`config.mk`:
```
export PLATFORM = sky130hd
export DESIGN_NAME = video_frame_gate
export DESIGN_NICKNAME = d
export VERILOG_FILES = /design/src/rtl/video_frame_gate_pkg.sv /design/src/rtl/video_frame_gate_geom.sv /design/src/rtl/video_frame_gate.sv
export SDC_FILE = /design/constraint.sdc
export NUM_CORES = 1
export LEC_CHECK = 0
export ABC_AREA = 1
export CORE_MARGIN = 2
export CORE_UTILIZATION = 35
export CTS_BUF_LIST = sky130_fd_sc_hd__clkbuf_2 sky130_fd_sc_hd__clkbuf_4 sky130_fd_sc_hd__clkbuf_8
export DETAILED_ROUTE_END_ITERATION = 16
export HOLD_SLACK_MARGIN = 0.02
export PLACE_DENSITY = 0.72
export SLEW_MARGIN = 40
export SYNTH_ARGS = -nofsm -noshare
export SYNTH_HDL_FRONTEND = slang
export SYNTH_SLANG_ARGS = --single-unit
export TNS_END_PERCENT = 10
```
`constraint.sdc`:
```
create_clock -name clk -period 3.67 [get_ports clk]
set_input_delay 0.5505 -clock clk [delete_from_list [all_inputs] [get_ports clk]]
set_output_delay 0.5505 -clock clk [all_outputs]
set_load 0.05 [all_outputs]
```
`src/rtl/video_frame_gate_pkg.sv`:
```
// Shared definitions for the video frame gate and its geometry counter.
// The same package is used by the memory read side, so keep it free of
// anything specific to the write path.
package video_frame_gate_pkg;

   localparam int H_PIX_DEF   = 640;
   localparam int V_LINES_DEF = 480;
   localparam int SKIP_W_DEF  = 4;

   localparam int PIX_W  = 11;
   localparam int LINE_W = 10;
   localparam int DATA_W = 24;

   // Gate states: IDLE waits for start-of-frame, PASS forwards, DROP discards.
   typedef enum logic [1:0] {
      ST_IDLE = 2'd0,
      ST_PASS = 2'd1,
      ST_DROP = 2'd2
   } gate_state_t;

   // Bit positions inside the sticky status vector.
   localparam int STAT_ERR_SHORT = 0;
   localparam int STAT_ERR_LONG  = 1;
   localparam int STAT_ERR_SOF   = 2;
   localparam int STAT_W         = 3;

endpackage

```
`src/rtl/video_frame_gate_geom.sv`:
```
// Pixel/line position tracker with geometry checking against tlast and tuser.
// A beat carrying tuser always becomes pixel 0 of line 0, so an early start-of-
// frame restarts the counters on that very beat. eof and the *_det strobes are
// combinational and only valid while count_en is high.
module video_geom_counter
   import video_frame_gate_pkg::*;
#(
   parameter int H_PIX   = H_PIX_DEF,
   parameter int V_LINES = V_LINES_DEF
) (
   input  logic              clk,
   input  logic              rstn,
   input  logic              count_en,
   input  logic              in_frame,
   input  logic              tuser,
   input  logic              tlast,
   output logic [PIX_W-1:0]  pix_cnt,
   output logic [LINE_W-1:0] line_cnt,
   output logic              eof,
   output logic              short_det,
   output logic              long_det,
   output logic              sof_det
);

   localparam logic [PIX_W-1:0]  PIX_LAST  = PIX_W'(H_PIX - 1);
   localparam logic [LINE_W-1:0] LINE_LAST = LINE_W'(V_LINES - 1);

   logic [PIX_W-1:0]  pix_q, pix_d, pix_eff;
   logic [LINE_W-1:0] line_q, line_d, line_eff;

   // Next-position and geometry error detection for the current beat.
   always_comb begin
      pix_eff   = tuser ? '0 : pix_q;
      line_eff  = tuser ? '0 : line_q;
      pix_d     = pix_q;
      line_d    = line_q;
      eof       = 1'b0;
      short_det = 1'b0;
      long_det  = 1'b0;
      sof_det   = 1'b0;
      if (count_en) begin
         sof_det = tuser & in_frame & ((pix_q != '0) | (line_q != '0));
         if (tlast) begin
            short_det = (pix_eff < PIX_LAST);
            pix_d     = '0;
            if (line_eff == LINE_LAST) begin
               eof    = 1'b1;
               line_d = '0;
            end else begin
               line_d = line_eff + LINE_W'(1);
            end
         end else if (pix_eff == PIX_LAST) begin
            long_det = 1'b1;
            pix_d    = pix_eff;
            line_d   = line_eff;
         end else begin
            pix_d  = pix_eff + PIX_W'(1);
            line_d = line_eff;
         end
      end
   end

   // Position registers.
   always_ff @(posedge clk or negedge rstn) begin
      if (!rstn) begin
         pix_q  <= '0;
         line_q <= '0;
      end else begin
         pix_q  <= pix_d;
         line_q <= line_d;
      end
   end

   assign pix_cnt  = pix_q;
   assign line_cnt = line_q;

endmodule

```
`src/rtl/video_frame_gate.sv`:
```
// Frame gate between the colour-space converter stream and the frame memory
// writer. Aligns to tuser, forwards 1 of every frame_skip+1 frames, and keeps
// sticky geometry error flags. The datapath is combinational; the start-of-
// frame beat seen in IDLE is already forwarded when that frame is to be passed,
// so s_tready follows m_tready for it as well.
module video_frame_gate
   import video_frame_gate_pkg::*;
#(
   parameter int H_PIX   = H_PIX_DEF,
   parameter int V_LINES = V_LINES_DEF,
   parameter int SKIP_W  = SKIP_W_DEF
) (
   input  logic              clk,
   input  logic              rstn,
   input  logic              enable,
   input  logic [SKIP_W-1:0] frame_skip,
   input  logic              err_clr,
   input  logic [DATA_W-1:0] s_axis_video_tdata,
   input  logic              s_axis_video_tvalid,
   output logic              s_axis_video_tready,
   input  logic              s_axis_video_tuser,
   input  logic              s_axis_video_tlast,
   output logic [DATA_W-1:0] m_axis_video_tdata,
   output logic              m_axis_video_tvalid,
   input  logic              m_axis_video_tready,
   output logic              m_axis_video_tuser,
   output logic              m_axis_video_tlast,
   output logic              frame_done,
   output logic [15:0]       frame_cnt,
   output logic [LINE_W-1:0] line_cnt,
   output logic [PIX_W-1:0]  pix_cnt,
   output logic              err_short,
   output logic              err_long,
   output logic              err_sof
);

   gate_state_t       state_q, state_d;
   logic [SKIP_W-1:0] skip_cnt_q, skip_cnt_d;
   logic [15:0]       frame_cnt_q, frame_cnt_d;
   logic              frame_done_q, frame_done_d;
   logic [STAT_W-1:0] err_q, err_d, err_new;

   logic in_frame, start, pass_now, beat, count_en;
   logic eof, short_det, long_det, sof_det;

   assign in_frame = (state_q != ST_IDLE);
   assign start    = (state_q == ST_IDLE) & s_axis_video_tuser & enable;
   assign pass_now = (state_q == ST_PASS) | (start & (skip_cnt_q == '0));

   assign s_axis_video_tready = pass_now ? m_axis_video_tready : 1'b1;
   assign m_axis_video_tvalid = s_axis_video_tvalid & pass_now;
   assign m_axis_video_tdata  = s_axis_video_tdata;
   assign m_axis_video_tuser  = s_axis_video_tuser;
   assign m_axis_video_tlast  = s_axis_video_tlast;

   assign beat     = s_axis_video_tvalid & s_axis_video_tready;
   assign count_en = beat & (in_frame | start);

   video_geom_counter #(
      .H_PIX   (H_PIX),
      .V_LINES (V_LINES)
   ) u_geom (
      .clk       (clk),
      .rstn      (rstn),
      .count_en  (count_en),
      .in_frame  (in_frame),
      .tuser     (s_axis_video_tuser),
      .tlast     (s_axis_video_tlast),
      .pix_cnt   (pix_cnt),
      .line_cnt  (line_cnt),
      .eof       (eof),
      .short_det (short_det),
      .long_det  (long_det),
      .sof_det   (sof_det)
   );

   // Frame state, skip decimation and passed-frame bookkeeping.
   always_comb begin
      state_d      = state_q;
      skip_cnt_d   = skip_cnt_q;
      frame_cnt_d  = frame_cnt_q;
      frame_done_d = 1'b0;
      case (state_q)
         ST_IDLE: begin
            if (count_en) begin
               state_d = (skip_cnt_q == '0) ? ST_PASS : ST_DROP;
            end
         end
         ST_PASS, ST_DROP: state_d = state_q;
         default:          state_d = ST_IDLE;
      endcase
      if (eof) begin
         state_d      = ST_IDLE;
         frame_done_d = pass_now;
         if (pass_now) begin
            frame_cnt_d = frame_cnt_q + 16'd1;
         end
         skip_cnt_d = (skip_cnt_q == frame_skip) ? '0 : skip_cnt_q + SKIP_W'(1);
      end
   end

   // Sticky error flags; a new error in the clearing cycle keeps its flag set.
   always_comb begin
      err_new                 = '0;
      err_new[STAT_ERR_SHORT] = short_det;
      err_new[STAT_ERR_LONG]  = long_det;
      err_new[STAT_ERR_SOF]   = sof_det;
      err_d                   = (err_q & ~{STAT_W{err_clr}}) | err_new;
   end

   // State and status registers.
   always_ff @(posedge clk or negedge rstn) begin
      if (!rstn) begin
         state_q      <= ST_IDLE;
         skip_cnt_q   <= '0;
         frame_cnt_q  <= '0;
         frame_done_q <= 1'b0;
         err_q        <= '0;
      end else begin
         state_q      <= state_d;
         skip_cnt_q   <= skip_cnt_d;
         frame_cnt_q  <= frame_cnt_d;
         frame_done_q <= frame_done_d;
         err_q        <= err_d;
      end
   end

   assign frame_done = frame_done_q;
   assign frame_cnt  = frame_cnt_q;
   assign err_short  = err_q[STAT_ERR_SHORT];
   assign err_long   = err_q[STAT_ERR_LONG];
   assign err_sof    = err_q[STAT_ERR_SOF];

endmodule

```
==> out/qor.txt, run 1 <==
Area of all placed cells without fillers - 0.00377 sq mm
Most frequent cells after synthesis - 122 x nand2_1, 53 x inv_1, 47 x dfrtp_1
Total inserted antenna cells - 0
Residual DRC - 0
Maximum fanout along the worst path - 6
Number of hold-repair buffers added at the cts stage - 0
Highest ir drop seen on vdd - 0.000143 V
Vias in the first global route - 2,671
X dimension of the die - 99.9 um
Total standard cell area after synthesis - 0.00322 sq mm
Status - finished, final reports clean
Number of pins exceeding their max-slew limit in the final report - 0
Initial core utilization - 0.366
Die H - 99.9 um
Flip-flop cell with the highest count after synthesis - dfrtp_1
Area grow syn2layout - 17.1%
Top cell type by total area after synthesis - dfrtp_1
Type of destination of the critical path - output port
CP max stage cell - clkdlybuf4s50_1
Number of antenna violations at the first check in global routing - 0
Hold/Removal Path Class - primary input to async pin
Post-synthesis async set-or-reset flop share - 1.00
Number of enable flip-flop cells after synthesis - 0
Post-route fraction of the period consumed by the critical path - 0.774
Classification of the worst setup path - flip-flop to output port
Overall track demand over capacity in global routing - 0.160
Final setup violation count - 0
Count of synthesis-stage warnings from yosys - 0
Setup Skew - 0.0110 ns
Post-CTS Setup Repair Bufs - 0
Count of endpoints failing hold in the final timing report - 0
Weighted congestion reported at the end of routability-driven placement - 0.940
Distinct cell type count after synthesis - 30
Data arrival time of the worst path - 2.29 ns
Count of antenna-violating nets left after detailed routing - 0
Clock sinks - 47
Leading cell type by number of instances after synthesis - nand2_1
Tot Pwr - 1070 uW
Fmax achieved - 352 MHz
Required time of the worst setup path - 3.12 ns
IO Port Bufs - 56
R2R depth - 10
Drt initial violations - 144
Pin count of the biggest net entering global routing - 48
Vias - 2,901
Power per Cell Area - 285 mW/mm^2
Fraction of post-synthesis cell area in the top cell type by area - 0.365
Final global-route overflow total - 0
CTS HTree Levels - 2
Pin slew with the least headroom to its limit - 0.608 ns
Setup repair after global routing missed its margin - false
Buffering stage count on the worst path with inverters included - 2
Final std cells w/o fill - 583
CTS Buffer Depth - 2
Die area - 0.00998 sq mm
Post-synth net total - 488
Final routed wirelength across all metal layers - 7850 um
Average detailed-routed wire length per instance - 13.5 um
Cell class contributing the biggest share of worst-path delay - buffers and inverters
CTS Root Buffer Type - clkbuf_8
Latest clock arrival within the worst-skew pair - 0.30 ns
Cell count along the critical path - 6
Ports - 105
Ratio of routed vias to standard cells - 4.98
Seq/Total Area, Yosys - 0.365
Net count, final - 518
Synth area leaders - dfrtp_1 37%, nand2_1 14%, buf_4 6.8%, inv_1 6.2%, nor2_1 5.0%
Number of standard cells after synthesis - 445
Average cell area after synthesis - 7.23 sq um
Core ar. - 0.00881 sq mm
TritonCTS Buffers - 5
TritonCTS clock tree - yes
First-pass GRT wire length - 13,100 um
Number of instances in the placed design - 576
Area of placed instances - 0.00366 sq mm
Cell breakdown of the critical path - inv_1, ha_1, nand3_1, o21bai_2, nand2_2, clkdlybuf4s50_1
First drt pass iteration count - 5
Startpoint class of the critical path - flip-flop
Synth Register Bits - 47
Rel. slew slack - 0.595
Number of cells upsized or downsized after cts - 0
Worst path max stage delay - 0.72 ns
Layout cells sized above 1 - 0.0547
Cell Rows - 34
Clock slew at the register clock pins of the worst setup and hold paths - 0.09 ns
Final critical-path required period - 2.84 ns
Leakage component of the power - 0.00169 uW
Post-DP HPWL - 5950 um
MaxCap Viol Count - 0
Final total negative setup slack - 0 ns
[kinds of logic after synthesis]
group                    Yosys count  share of synthesized area
AND/OR/NAND/NOR                  233                      0.312
buffers and inverters             91                      0.146
flip-flops                        47                      0.365
AO/OA/AOI/OAI                     37                     0.0684
XOR/XNOR                          30                     0.0816
adder cells (fa/ha/maj)            7                     0.0272
[through the flow]
| step | hold WS (ns) | util | setup WS [ns] |
|---|---|---|---|
| after detailed placement | 0.510 | 0.416 | 0.679 |
| after global placement | 0.503 | 0.416 | 0.801 |
| after CTS | 0.282 | 0.428 | 0.821 |
| after floorplan | 0.255 | - | 1.42 |
| after global routing | 0.299 | 0.428 | 0.690 |
| final | 0.245 | 0.428 | 0.829 |
[cell type report]
cell class	instances	area (sq um)
well taps	108	135
repair buffers	57	563
multi-input cells	307	1570
inverters	57	214
clock inverters	2	37.5
flip-flops and latches	47	1180
fillers	886	5040
clock buffers	5	68.8
[where the power goes]
part / internal (uW) / switching [uW] / total, uW
clock: 199 / 184 / 383
combinational: 48.1 / 101 / 149
sequential: 527 / 12.3 / 539
total: 775 / 298 / 1070
[registers in the layout (all words and copies together) (netlist names)]
name	count
u_geom.pix_cnt	11
frame_done	1
u_geom.line_cnt	10
skip_cnt_q	4
state_q	2
err_q	3
frame_cnt	16
[final timing paths]
check	from	endpoint	slack [ns]
max	state_q[0]$_DFFE_PN0P_	s_axis_video_tready	0.83
min	rstn	frame_cnt[6]$_DFFE_PN0P_	0.25
max reg2reg	state_q[0]$_DFFE_PN0P_	frame_cnt[11]$_DFFE_PN0P_	0.95
min reg2reg	state_q[1]$_DFFE_PN0P_	state_q[1]$_DFFE_PN0P_	0.53
max in group asynchronous	rstn	u_geom.line_cnt[6]$_DFFE_PN0P_	3.00
min in group clk	state_q[1]$_DFFE_PN0P_	state_q[1]$_DFFE_PN0P_	0.53
[cell usage in the layout, fill, tap and decap left out, types with 7 or more instances in the layout]
master and count:
xor2_1 16, clkdlybuf4s50_1 54, nor2_1 43, inv_1 53, o21ai_1 12, ha_1 7, dfrtp_1 47, o21ai_0 12
nand4_1 14, nand3_1 29, xnor2_1 14, nand2_1 122, nor3_1 15
[metal layers]
metal	global-route usage	up-vias	share of wire	wire, um
li1	-	1450	-	-
met2	0.256	99	0.47	3670
met1	0.224	1335	0.45	3530
met3	0.0251	17	0.059	463
met5	0	-	0	0
met4	0.0506	0	0.023	177
[worst register-to-register path: stages, from the launching register on]
cell	delay, ns
dfrtp_1	0.40
inv_1	0.08
ha_1	0.27
nand3_1	0.16
a21oi_1	0.24
nand2_4	0.18
inv_2	0.36
nand3_2	0.44
inv_2	0.35
nand2_1	0.11
nand2_1	0.07
No activity file was read; power rests on OpenSTA's default activity.
==> run 2: changes to the inputs <==
Clock period 3.67 ns to 2.8 ns, I/O delays scaled along.
==> run 2 against run 1 <==
Effect of this change:
- clock power grew 43%
- first-iteration DRC count increased by 9.0%
- critical path type unchanged
- global-route usage hardly changed
- non-clock buffer count is 7 higher
- worst setup slack got worse by 0.34 ns
- critical endpoint is now m_axis_video_tvalid
- cell area rose by 2.3%
- sequential power is 31% higher
- total power rose by 36%
- sequential share of layout area fell by 0.69 points
- sequential cell count stayed put
- clock skew grew 0.0012 ns
- core utilization rose by 0.97 points
==> out/qor.txt, run 2 (same netlist as run 1, synthesis figures left out) <==
Status - finished, final reports clean
R2R depth - 10 (unchanged)
Weighted congestion reported at the end of routability-driven placement - 0.899 (-4.4%)
Worst setup slack before clock tree synthesis - 0.211 ns (-0.468 ns)
Net count, final - 525 (+1.4%)
CTS Root Buffer Type - clkbuf_8
Rel. slew slack - 0.653 (+0.0584)
Setup repair after global routing missed its margin - false
Count of endpoints failing hold in the final timing report - 0 (unchanged)
Maximum fanout along the worst path - 6 (unchanged)
Post-DP HPWL - 5970 um (+0.44%)
Number of hold-repair buffers added at the cts stage - 0 (unchanged)
Reg-to-reg endpoint - frame_cnt[8]$_DFFE_PN0P_
X dimension of the die - 99.9 um (unchanged)
Final setup violation count - 0 (unchanged)
Die area - 0.00998 sq mm (unchanged)
Vias - 2,911 (+0.34%)
Worst setup slack for register-to-register paths - 0.67 ns (-0.28 ns)
IO Port Bufs - 56 (unchanged)
Crit Reg-Reg Startpoint - state_q[1]$_DFFE_PN0P_
TritonCTS Buffers - 5 (unchanged)
Worst hold margin - 0.0691 ns (-0.176 ns)
MaxCap Viol Count - 0 (unchanged)
First drt pass iteration count - 4 (-1)
Post-CTS Setup Repair Bufs - 0 (unchanged)
CTS HTree Levels - 2 (unchanged)
Fmax achieved - 432 MHz
Area grow syn2layout - 19.7%
Die H - 99.9 um (unchanged)
Final critical-path required period - 2.32 ns
Final total negative setup slack - 0 ns (unchanged)
Most common cell after layout, fill and taps aside - nand2_1
Required time of the worst setup path - 2.38 ns (-0.74 ns)
Ports - 105 (unchanged)
Vias in the first global route - 2,776 (+3.9%)
Cell Rows - 34 (unchanged)
Startpoint class of the critical path - flip-flop
Drt initial violations - 157 (+9.0%)
Final setup slack of the worst path - 0.485 ns (-0.344 ns)
Final global-route overflow total - 0 (unchanged)
Total inserted antenna cells - 0 (unchanged)
Highest ir drop seen on vdd - 0.000205 V (+43%)
Max FFs per register - 16 (unchanged)
Final routed wirelength across all metal layers - 7810 um (-0.54%)
Pin count of the biggest net entering global routing - 28 (-42%)
Number of antenna violations at the first check in global routing - 0 (unchanged)
TritonCTS clock tree - yes
Classification of the worst setup path - flip-flop to output port
Number of cells upsized or downsized after cts - 0 (unchanged)
Setup Skew - 0.0122 ns (+0.00125 ns)
Core ar. - 0.00881 sq mm (unchanged)
Number of pins exceeding their max-slew limit in the final report - 0 (unchanged)
CTS Buffer Depth - 2 (unchanged)
Leakage component of the power - 0.00174 uW (+3.4%)
Top library cells by usage in the layout, fill and taps aside - 122 x nand2_1, 53 x inv_1, 52 x clkdlybuf4s50_1
Power per Cell Area - 378 mW/mm^2 (+33%)
Type of destination of the critical path - output port
Clock slew at the register clock pins of the worst setup and hold paths - 0.10 ns (about the same)
Count of antenna-violating nets left after detailed routing - 0 (unchanged)
Residual DRC - 0 (unchanged)
Ratio of routed vias to standard cells - 4.93 (-1.0%)
Latest clock arrival within the worst-skew pair - 0.31 ns (about the same)
Post-route fraction of the period consumed by the critical path - 0.827
Clock sinks - 47 (unchanged)
First-pass GRT wire length - 12,900 um (-0.95%)
Data arrival time of the worst path - 1.90 ns (-0.39 ns)
Layout cells sized above 1 - 0.0745 (+0.0198)
Average detailed-routed wire length per instance - 13.2 um (-1.9%)
Initial core utilization - 0.366 (unchanged)
Overall track demand over capacity in global routing - 0.160 (-0.000431)
Pin slew with the least headroom to its limit - 0.520 ns (-0.0876 ns)
Hold/Removal Path Class - primary input to async pin
-- run 2: cell types whose count changed in the layout (fill, tap and decap cells not counted) --
cell             previous run  this run
clkdlybuf4s50_1            54        52
buf_2                       0         1
buf_12                      0         2
clkinvlp_4                  1         0
inv_6                       0         1
clkbuf_8                    5         6
buf_4                       3         9
-- run 2: power by group --
part	leakage (uW)	switching, uW	internal, uW
clock	0.0000618	255	294
combinational	0.00104	135	68.8
sequential	0.000646	14.5	691
total	0.00174	405	1050
-- run 2: worst max path at each step --
stage,cells past startpoint,from,end
6_report,7,state_q[1]$_DFFE_PN0P_,m_axis_video_tvalid
5_1_grt,11,s_axis_video_tuser,u_geom.pix_cnt[7]$_DFFE_PN0P_
4_1_cts,7,state_q[1]$_DFFE_PN0P_,m_axis_video_tvalid
3_5_place_dp,11,s_axis_video_tuser,u_geom.pix_cnt[7]$_DFFE_PN0P_
3_3_place_gp,11,s_axis_video_tuser,u_geom.pix_cnt[7]$_DFFE_PN0P_
2_1_floorplan,6,state_q[0]$_DFFE_PN0P_,m_axis_video_tvalid
-- run 2: metal layers --
layer | track usage | up-vias | routed length, um
li1 | - | 1469 | -
met1 | 0.216 | 1340 | 3530
met2 | 0.256 | 93 | 3580
met3 | 0.0272 | 9 | 582
met4 | 0.0622 | 0 | 120
met5 | 0 | - | 0
-- run 2: final cells by class --
| type | count | area (sq um) |
|---|---|---|
| Tap cell | 108 | 135 |
| Sequential cell | 47 | 1180 |
| Clock buffer | 6 | 82.6 |
| Timing Repair Buffer | 64 | 633 |
| Multi-Input combinational cell | 307 | 1570 |
| Clock inverter | 2 | 38.8 |
| Inverter | 57 | 214 |
| Fill cell | 872 | 4950 |
-- run 2: stage by stage --
stage	power [uW]	cell area, sq um	instances	util
after global placement	923	3730	583	0.424
after floorplan	930	3220	445	-
final	1460	3850	591	0.438
after detailed placement	923	3730	583	0.424
after global routing	1510	3850	591	0.438
after CTS	1470	3850	591	0.438
-- run 2: worst max-delay path, cell delays in order, from the launching register on --
cell and delay, ns:
dfrtp_1 0.40, inv_1 0.09, ha_1 0.26, nand3_1 0.15, o21bai_2 0.25, inv_1 0.10, nor2_1 0.19, buf_12 0.17
==> run 3: changes to the inputs <==
Clock period 2.8 ns to 2.3 ns, I/O delays scaled along.
==> run 3 against run 2 <==
Effect of this change:
- clock-buffer cell count did not move
- critical endpoint unchanged
- sequential power is 22% higher
- cell area rose by 3.0%
- register-to-register slack got worse by 0.31 ns
- die area unchanged
- combinational power increased by 32%
- worst setup slack worse by 0.33 ns
- critical path depth did not move
- largest power group unchanged
==> out/qor.txt, run 3 (same netlist as run 1, synthesis figures left out) <==
Maximum fanout along the worst path - 6 (unchanged)
Most common cell after layout, fill and taps aside - nand2_1
Setup repair after global routing missed its margin - true
Vias - 2,977 (+2.3%)
First-pass GRT wire length - 13,000 um (+0.11%)
CTS HTree Levels - 2 (unchanged)
Final routed wirelength across all metal layers - 7940 um (+1.7%)
Initial core utilization - 0.366 (unchanged)
Count of endpoints failing hold in the final timing report - 0 (unchanged)
Final global-route overflow total - 0 (unchanged)
Number of pins exceeding their max-slew limit in the final report - 0 (unchanged)
TritonCTS clock tree - yes
Post-route fraction of the period consumed by the critical path - 0.931
Met2 global-route usage - 0.261 (+0.00520)
Count of antenna-violating nets left after detailed routing - 0 (unchanged)
Ratio of routed vias to standard cells - 4.95 (+0.57%)
Top library cells by usage in the layout, fill and taps aside - 122 x nand2_1, 53 x inv_1, 51 x clkdlybuf4s50_1
Area of placed instances - 0.00387 sq mm (+3.8%)
GR peak layer - met2
Die area - 0.00998 sq mm (unchanged)
Max FFs per register - 16 (unchanged)
MaxCap Viol Count - 0 (unchanged)
Average detailed-routed wire length per instance - 13.2 um (about the same)
First drt pass iteration count - 4 (unchanged)
Area grow syn2layout - 23.3%
Pin slew with the least headroom to its limit - 0.599 ns (+0.0786 ns)
Vias in the first global route - 2,760 (-0.58%)
Classification of the worst setup path - flip-flop to output port
Required time of the worst setup path - 1.96 ns (-0.42 ns)
Total inserted antenna cells - 0 (unchanged)
Power per Cell Area - 411 mW/mm^2 (+8.6%)
Drt initial violations - 182 (+16%)
Status - finished, final reports clean
Worst setup slack before clock tree synthesis - -0.132 ns (-0.343 ns)
Final total negative setup slack - 0 ns (unchanged)
Tot Pwr - 1630 uW (+12%)
Final critical-path required period - 2.14 ns
Weighted congestion reported at the end of routability-driven placement - 0.912 (+1.4%)
Net count, final - 536 (+2.1%)
CTS Root Buffer Type - clkbuf_8
Rel. slew slack - 0.601 (-0.0524)
Latest clock arrival within the worst-skew pair - 0.29 ns (-0.02 ns)
Ports - 105 (unchanged)
Clock slew at the register clock pins of the worst setup and hold paths - 0.09 ns (about the same)
Core ar. - 0.00881 sq mm (unchanged)
Fraction of met1 tracks used by global routing - 0.214 (-0.00201)
Cell Rows - 34 (unchanged)
Final setup slack of the worst path - 0.159 ns (-0.326 ns)
IO Port Bufs - 56 (unchanged)
Pin count of the biggest net entering global routing - 25 (-11%)
Final setup violation count - 0 (unchanged)
Clock sinks - 47 (unchanged)
Data arrival time of the worst path - 1.80 ns (-0.10 ns)
CTS Buffer Depth - 2 (unchanged)
TritonCTS Buffers - 5 (unchanged)
X dimension of the die - 99.9 um (unchanged)
Highest ir drop seen on vdd - 0.000291 V (+42%)
Leakage component of the power - 0.00181 uW (+3.6%)
Hold/Removal Path Class - primary input to async pin
Post-DP HPWL - 6170 um (+3.2%)
Setup Skew - 0.00674 ns (-0.00546 ns)
Type of destination of the critical path - output port
Die H - 99.9 um (unchanged)
Residual DRC - 0 (unchanged)
Layout cells sized above 1 - 0.101 (+0.0269)
Number of antenna violations at the first check in global routing - 0 (unchanged)
Area of all placed cells without fillers - 0.00397 sq mm (+3.0%)
Fmax achieved - 467 MHz
Overall track demand over capacity in global routing - 0.159 (-0.00113)
Met3 track demand over resource - 0.0299 (+0.00279)
Worst setup slack for register-to-register paths - 0.36 ns (-0.31 ns)
Startpoint class of the critical path - flip-flop
## run 3: cell count changes in the layout (fill, tap and decap cells not counted)
cell	change
buf_12	+5
ha_1	-1
buf_4	+7
inv_6	-1
bufinv_16	-1
clkdlybuf4s50_1	-1
clkinv_2	+1
nor2_2	+2
nor2_1	-2
ha_2	+1
## run 3: worst paths after layout
path / startpoint / end / cells after the start
setup / recovery: state_q[0]$_DFFE_PN0P_ / m_axis_video_tvalid / 7
hold / removal: rstn / frame_cnt[2]$_DFFE_PN0P_ / 1
setup reg to reg: state_q[0]$_DFFE_PN0P_ / skip_cnt_q[2]$_DFFE_PN0N_ / 9
hold reg to reg: err_q[2]$_DFF_PN0_ / err_q[2]$_DFF_PN0_ / 2
max in group asynchronous: rstn / u_geom.pix_cnt[10]$_DFFE_PN0P_ / 2
min in group clk: err_q[2]$_DFF_PN0_ / err_q[2]$_DFF_PN0_ / 2
## run 3: cell type report
class	count	area (sq um)
Timing Repair Buffer	75	776
Inverter	57	214
Clock buffer	6	82.6
Fill cell	867	4840
Multi-Input combinational cell	307	1580
Tap cell	108	135
Clock inverter	1	5.00
Sequential cell	47	1180
## run 3: what timing repair did
action,in CTS,in global routing
buffers inserted,0,0
endpoints found under the setup margin,0,3
hold buffers,0,0
resized for setup,0,3
## run 3: stage by stage
step | hold WS, ns | std cells | util
finish | 0.0449 | 601 | 0.451
global route | 0.0800 | 601 | 0.451
CTS | 0.0622 | 601 | 0.450
detailed placement | 0.391 | 594 | 0.440
global placement | 0.382 | 594 | 0.440
floorplan | 0.0494 | 445 | -
## run 3: critical path: stages (launching register included)
cell	delay, ns
dfrtp_1	0.39
inv_1	0.08
ha_2	0.25
nand3_1	0.15
o21bai_2	0.24
inv_1	0.10
nor2_2	0.14
buf_12	0.15
## run 3: power by group
part | internal [uW] | total, uW | switching [uW] | leakage, uW
combinational | 100 | 270 | 170 | 0.00111
clock | 236 | 505 | 268 | 0.0000470
sequential | 841 | 858 | 17.0 | 0.000646
total | 1180 | 1630 | 455 | 0.00181
## run 3: layer usage
| metal | up-vias | wire length, um | share of wire |
|---|---|---|---|
| met4 | 0 | 129 | 0.016 |
| met1 | 1391 | 3630 | 0.46 |
| met3 | 18 | 469 | 0.059 |
| li1 | 1485 | - | - |
| met2 | 83 | 3720 | 0.47 |
| met5 | - | 0 | 0 |
